==> src/rtl/cpu_io_pkg.sv <==
// Shared constants and types for the CPU I/O capture path.
// Both the FIFO RTL and its bench pull their sizes from here.
package cpu_io_pkg;

    localparam int WIDTH              = 16;
    localparam int OUT_FIFO_DEPTH     = 8;
    localparam int OUT_FIFO_PTR_WIDTH = $clog2(OUT_FIFO_DEPTH);

    typedef logic [WIDTH-1:0] word_t;

endpackage

==> src/rtl/cpu_out_fifo_mem.sv <==
// Storage array for the CPU output FIFO.
// It has one synchronous write port and one asynchronous read port, and no reset.
module cpu_out_fifo_mem #(
    parameter int WIDTH    = 16,
    parameter int DEPTH    = 8,
    parameter int PTRWIDTH = 3
) (
    input  logic                clock,
    input  logic                wr_en,
    input  logic [PTRWIDTH-1:0] wr_addr,
    input  logic [WIDTH-1:0]    wr_data,
    input  logic [PTRWIDTH-1:0] rd_addr,
    output logic [WIDTH-1:0]    rd_data
);

    logic [WIDTH-1:0] mem [DEPTH];

    always_ff @(posedge clock) begin
        if (wr_en) begin
            mem[wr_addr] <= wr_data;
        end
    end

    assign rd_data = mem[rd_addr];

endmodule

==> src/rtl/cpu_out_fifo.sv <==
// First-word-fall-through capture FIFO for the CPU result port.
// It counts and flags words that arrive while the FIFO is full.
module cpu_out_fifo
    import cpu_io_pkg::*;
#(
    parameter int WIDTH     = cpu_io_pkg::WIDTH,
    parameter int DEPTH     = OUT_FIFO_DEPTH,
    parameter int PTRWIDTH  = $clog2(DEPTH),
    parameter int DROPWIDTH = 8
) (
    input  logic                 clock,
    input  logic                 reset,
    input  logic                 outFlag,
    input  logic [WIDTH-1:0]     out,
    input  logic                 rd_ready,
    output logic                 rd_valid,
    output logic [WIDTH-1:0]     rd_data,
    output logic [PTRWIDTH:0]    count,
    output logic                 full,
    output logic                 empty,
    input  logic                 clear_ovf,
    output logic                 overflow,
    output logic [DROPWIDTH-1:0] drop_count
);

    localparam logic [PTRWIDTH:0] FULL_COUNT = (PTRWIDTH+1)'(DEPTH);

    logic [PTRWIDTH-1:0] wr_ptr;
    logic [PTRWIDTH-1:0] rd_ptr;
    logic [PTRWIDTH:0]   count_q;
    logic [WIDTH-1:0]    mem_data;
    logic                push;
    logic                pop;
    logic                drop;

    assign full     = (count_q == FULL_COUNT);
    assign empty    = (count_q == '0);
    assign rd_valid = !empty;
    assign count    = count_q;

    // A pop frees the slot at the same edge, so a full FIFO can still accept a word then.
    assign pop  = rd_valid && rd_ready;
    assign push = outFlag && (!full || pop);
    assign drop = outFlag && full && !pop;

    assign rd_data = empty ? '0 : mem_data;

    cpu_out_fifo_mem #(
        .WIDTH   (WIDTH),
        .DEPTH   (DEPTH),
        .PTRWIDTH(PTRWIDTH)
    ) u_mem (
        .clock  (clock),
        .wr_en  (push && !reset),
        .wr_addr(wr_ptr),
        .wr_data(out),
        .rd_addr(rd_ptr),
        .rd_data(mem_data)
    );

    always_ff @(posedge clock) begin
        if (reset) begin
            wr_ptr  <= '0;
            rd_ptr  <= '0;
            count_q <= '0;
        end else begin
            if (push) begin
                wr_ptr <= wr_ptr + 1'b1;
            end
            if (pop) begin
                rd_ptr <= rd_ptr + 1'b1;
            end
            case ({push, pop})
                2'b10:   count_q <= count_q + 1'b1;
                2'b01:   count_q <= count_q - 1'b1;
                default: count_q <= count_q;
            endcase
        end
    end

    // A drop in the same cycle as clear_ovf wins, restarting the tally at one.
    always_ff @(posedge clock) begin
        if (reset) begin
            overflow   <= 1'b0;
            drop_count <= '0;
        end else if (drop) begin
            overflow <= 1'b1;
            if (clear_ovf) begin
                drop_count <= DROPWIDTH'(1);
            end else if (!(&drop_count)) begin
                drop_count <= drop_count + 1'b1;
            end
        end else if (clear_ovf) begin
            overflow   <= 1'b0;
            drop_count <= '0;
        end
    end

endmodule

==> config.mk <==
export PLATFORM = sky130hd
export DESIGN_NAME = cpu_out_fifo
export DESIGN_NICKNAME = d
export VERILOG_FILES = /design/src/rtl/cpu_io_pkg.sv /design/src/rtl/cpu_out_fifo_mem.sv /design/src/rtl/cpu_out_fifo.sv
export SDC_FILE = /design/constraint.sdc
export NUM_CORES = 1
export LEC_CHECK = 0
export CAP_MARGIN = 5
export CORE_MARGIN = 2
export CORE_UTILIZATION = 45
export DETAILED_ROUTE_END_ITERATION = 10
export HOLD_SLACK_MARGIN = 0.02
export PLACE_DENSITY = 0.75
export SLEW_MARGIN = 30
export SYNTH_ARGS = -nofsm -noshare
export SYNTH_HDL_FRONTEND = slang
export SYNTH_SLANG_ARGS = --single-unit
export TNS_END_PERCENT = 50
==> constraint.sdc <==
create_clock -name clock -period 8.7 [get_ports clock]
set_input_delay 2.175 -clock clock [delete_from_list [all_inputs] [get_ports clock]]
set_output_delay 2.175 -clock clock [all_outputs]
set_load 0.01 [all_outputs]
Word level (Yosys, flattened, before mapping)
Memories as Yosys holds them, arrays and structs flattened. A register that Yosys moved wholly into a read port is not among the register bits.
Cells that the tools add are included.

storage, ports and cells
  logic and storage cells = 42
  input port bits = 21
  output and inout bits = 32
  register bits after elaboration = 19
  bits in writable memories = 128
  memories kept = 1

memories
  name       words  width  read ports  clocked after memory_dff  wr ports  line                    source
  u_mem.mem  8      16     1           1                         1         cpu_out_fifo_mem.sv:16  logic [WIDTH-1:0] mem [DEPTH];

operators by class
  reduce and logical (&&, ||, !) cells = 15
  multiplexer cells = 12
  equality and inequality tests = 4
  $add $sub $neg = 5

operator list
  operator                                              count
  2-to-1 mux 8 bit                                      4
  2-to-1 mux 16 bit                                     1
  adder 8 x 1 -> 8 bit (second input constant)          1
  one-hot mux 4 bit (2 select lines)                    1
  AND reduction 8 bit                                   1
  adder 3 x 1 -> 3 bit (second input constant)          2
  2-to-1 mux 3 bit                                      2
  logical AND 1 bit                                     5
  adder 4 x 1 -> 4 bit (second input constant)          1
  equality test 4 bit (second input constant)           1
  logical NOT 1 bit                                     4
  logical NOT 4 bit                                     1
  2-to-1 mux 1 bit                                      4
  nonzero test 2 bit                                    2
  subtractor 4 x 1 -> 4 bit (second input constant)     1
  equality test 2 x 1 -> 1 bit (second input constant)  1
  equality test 2 bit (second input constant)           1
  != test 2 bit (second input constant)                 1
  AND reduction 2 bit                                   1
  logical OR 1 bit                                      1

Longest topological paths before layout
  depth in word-level cells = 8
  depth in mapped cells = 9
  mapped depth without buffers = 7

By module
A second synthesis with hierarchy kept.

second synthesis, totals
  cell total of the unflattened synthesis = 347
  area total of the unflattened synthesis = 6148.4 µm²

by module, submodules not included
  module            instances  cells an instance  area each (µm²)  seq. area each (µm²)
  cpu_out_fifo_mem  1          198                4973.5           3843.7
  cpu_out_fifo      1          149                1174.9           380.4

Least setup slack after synthesis
No wires, ideal clock.

  path kind = input port to flip-flop
  start point = input outFlag
  end point = memory u_mem.mem[2][0] (enable)
  stages = 4
  required time = 8.264 ns
  path slack = 3.766 ns
  arrival = 4.498 ns
  library setup time = 0.436 ns
  cell sequence = buf_2 -> o21ai_2 -> or2_2 -> nor4b_1

between the ends
  longest elaborated chain between the ends = 4

ends and longest elaborated chain
  what                                    line                    source
  start, declared                         cpu_out_fifo.sv:13      input logic outFlag,
  logical AND 1 bit                       cpu_out_fifo.sv:43      assign push = outFlag && (!full || pop);
  logical AND 1 bit                       cpu_out_fifo.sv:54      .wr_en (push && !reset),
  2-to-1 mux 1 bit                        cpu_out_fifo_mem.sv:19  if (wr_en) begin
  2-to-1 mux 1 bit (not written as such)  cpu_out_fifo_mem.sv:20  mem[wr_addr] <= wr_data;
  end, declared                           cpu_out_fifo_mem.sv:16

No other way between the ends.

Final worst setup path
  start point = register count_q[1], in the netlist count[1]
  end point = output rd_data[2]

between the ends
  longest elaborated chain between the ends = 2

ends and longest elaborated chain
  what                    line                source
  start, declared         cpu_out_fifo.sv:30  logic [PTRWIDTH:0] count_q;
  start signal, assigned  cpu_out_fifo.sv:74  2'b10: count_q <= count_q + 1'b1;
  start signal, assigned  cpu_out_fifo.sv:75  2'b01: count_q <= count_q - 1'b1;
  start signal, assigned  cpu_out_fifo.sv:76  default: count_q <= count_q;
  logical NOT 4 bit       cpu_out_fifo.sv:37  assign empty = (count_q == '0);
  2-to-1 mux 16 bit       cpu_out_fifo.sv:46  assign rd_data = empty ? '0 : mem_data;
  end, declared           cpu_out_fifo.sv:17  output logic [WIDTH-1:0] rd_data,

No other way between the ends.

==> results.yml <==
sta:
  finClkSkew_ps: 5.30
  final.setup.tns_ps: 0
  worst_slew_pin_slew_ps: 880
  slew_violations: 0
  setup_ws_ps: 3700
  finalCriticalPeriod_ps: 5000
  setup_viol: 0
  hold_violations: 0
  fmax_mhz: 200
  grt_setup_unrepaired: "no"
  period_share_pct: 57.5
  max_slew_margin_pct: 41.3
global_route:
  grt_max_degree: 33
  grt_pass1_vias: 3512
  grt-ovfl-total: 0
  antenna_found_initial: 0
  track_usage_pct: 17.4
  grt_pass1_wl_um: 18700
floorplanning:
  die_w_um: 120
  die_h_um: 120
  ios: 53
  start_util_pct: 45.9
  die_area_um2: 14500
  core_um2: 13200
  fp-row-count: 42
cells_and_area:
  drive_gt1_share_pct: 21.4
  areaGrowthSynthToFinish_pct: 21.2
  diodes: 0
  nNetsFinal: 432
detailed_routing:
  finalWirelength_um: 11700
  dr_total_vias: 3356
  viasPerCell: 5.63
  drcViolationCount: 0
  ant_nets: 0
  first_pass_iters: 4
  wl_per_cell_um: 19.7
  drt_iter0_drc: 297
clock_network:
  clk_latency_ps: 410
  postCtsSetupRepairBufs: 0
  cts_sinks: 150
  postCtsHoldBufs: 0
  htreeDepth: 4
  clkSlewWorstSetupHoldPaths_ps: 50
  cts-root-buf: "clkbuf_16"
  cts_buffers: 17
  tritoncts: "yes"
  cts_resized: 0
  clock_path_buffers: 2
worst_setup_path:
  critPathArrivalTime_ps: 2830
  critPathTopFamily: "buffers and inverters"
  crit_buf_inv: 2
  critPathKind: "register to output port"
  slowest_stage: "dfxtp_1"
  start_kind: "register"
  crit_chain: "or4_1, clkinv_1, nor2_1, clkdlybuf4s50_1"
  cp-end-kind: "output port"
  path_max_fanout: 17
  cp_slowest_stage_delay_ps: 610
  cp.required_ps: 6530
place:
  place_congestion: 0.852
  place_hpwl_um: 7010
  port_buffers: 52
  dp_worst_setup_slack_ps: 4040
synthesis:
  synth_area_leader_cell: "edfxtp_1"
  synth_top_area_share_pct: 63.2
  ys_ff_latch: 150
  yosys_most_used_dff: "edfxtp_1"
  netlist_area_um2: 6080
  synth.area.top_cells: "edfxtp_1, mux4_2, dfxtp_1"
  synth_area_per_cell_um2: 17.6
  synthArstFlopShare_pct: 0
  synth_fp_nets: 371
  netlist_instances: 346
  ys_types: 49
  seq_area_frac_synth_pct: 70.5
  ys_warn_count: 0
  synth_edf_count: 128
job:
  cap_violations: 0
pwr:
  peakVddDrop_v: 0.000155
  p_leak_nw: 2.30
  power_density_nw_per_um2: 256
worst_hold_path:
  worstHoldPathType: "register to register"
run_status:
  status: "finished clean"
placed cells by master, fill, tap and decap left out, types with 4 or more instances in the layout:
| master | instances |
|---|---|
| a21oi_1 | 9 |
| a31oi_1 | 5 |
| buf_4 | 10 |
| clkbuf_16 | 17 |
| clkdlybuf4s50_1 | 52 |
| clkinv_1 | 6 |
| dfxtp_1 | 20 |
| edfxtp_1 | 128 |
| ha_1 | 4 |
| mux2i_1 | 17 |
| mux4_2 | 32 |
| nand2_1 | 10 |
| nand3_1 | 9 |
| nor2_1 | 30 |
| or4_1 | 4 |
| xor2_1 | 4 |
final cells by class:
type / instances / area, um^2
inverters: 4 / 15.0
well taps: 176 / 220
repair buffers: 62 / 596
clock buffers: 18 / 429
flip-flops and latches: 150 / 4290
multi-input cells: 172 / 1710
clock inverters: 14 / 110
fillers: 1065 / 5880
logic make-up (layout without fill, tap and decap cells):
logic type / count (synthesis) / count (layout) / share of synthesized area, %
compound gates: 33 / 33 / 4.05
xor+xnor: 5 / 5 / 0.720
fa+ha+maj: 4 / 4 / 0.823
buf+inv: 24 / 98 / 1.98
flops: 150 / 150 / 70.5
mux: 49 / 49 / 14.7
simple gates: 81 / 81 / 7.31
synth_stat cells, types with 2 or more instances:
cell type	instances
nand4_1	2
dfxtp_1	22
and4_4	2
nand2b_1	2
mux2i_1	17
or4_1	4
mux4_2	32
edfxtp_1	128
nand3_1	9
o211ai_1	2
a31oi_1	5
xor2_1	4
o21ai_2	2
or2_2	2
o31ai_1	2
buf_6	2
nor4_1	4
a211oi_1	2
clkbuf_1	7
nor3_1	5
ha_1	4
inv_1	3
a21oi_1	9
nand2_1	10
nor2_1	30
o21ai_0	3
buf_2	9
nor4b_1	2
worst min-delay path, delay by kind of cell (launching register included):
family	cells	cell delay, ps
flip-flops	1	310
AO/OA/AOI/OAI	1	60
AND/OR/NAND/NOR	1	70
stage by stage:
stage | std cells | power, mW | hold slack [ps] | utilization, % | area, um^2
floorplan | 346 | 1.10 | 454 | - | 6080
global placement | 564 | 1.24 | 478 | 51.6 | 6830
detailed placement | 564 | 1.25 | 469 | 51.6 | 6830
CTS | 596 | 1.91 | 486 | 55.6 | 7370
global route | 596 | 1.97 | 521 | 55.6 | 7370
finish | 596 | 1.89 | 487 | 55.6 | 7370
state kept, by name, indices dropped and copies added (netlist names), named ones only:
signal and flops:
drop_count 8, wr_ptr 3, count 4, rd_ptr 3, u_mem.mem 128, overflow 1
where the power goes:
part | internal [mW] | switching (mW)
clock network | 0.389 | 0.271
registers | 0.801 | 0.0334
logic | 0.211 | 0.182
total | 1.40 | 0.486
layer usage:
metal	global-route usage, %	routed length, um
met1	22.7	4910
met2	28.4	5840
met3	5.28	815
met4	5.45	161
met5	0	0
worst paths after layout:
| check | from | end | slack (ps) | cells past startpoint |
|---|---|---|---|---|
| worst min-delay path | overflow | overflow | 490 | 2 |
| worst min register to register | overflow | overflow | 490 | 2 |
| worst max-delay path | count[1] | rd_data[2] | 3700 | 4 |
| worst max register to register | count[1] | u_mem.mem[7][15] | 6320 | 4 |
Power figures use the tool's default switching activity.
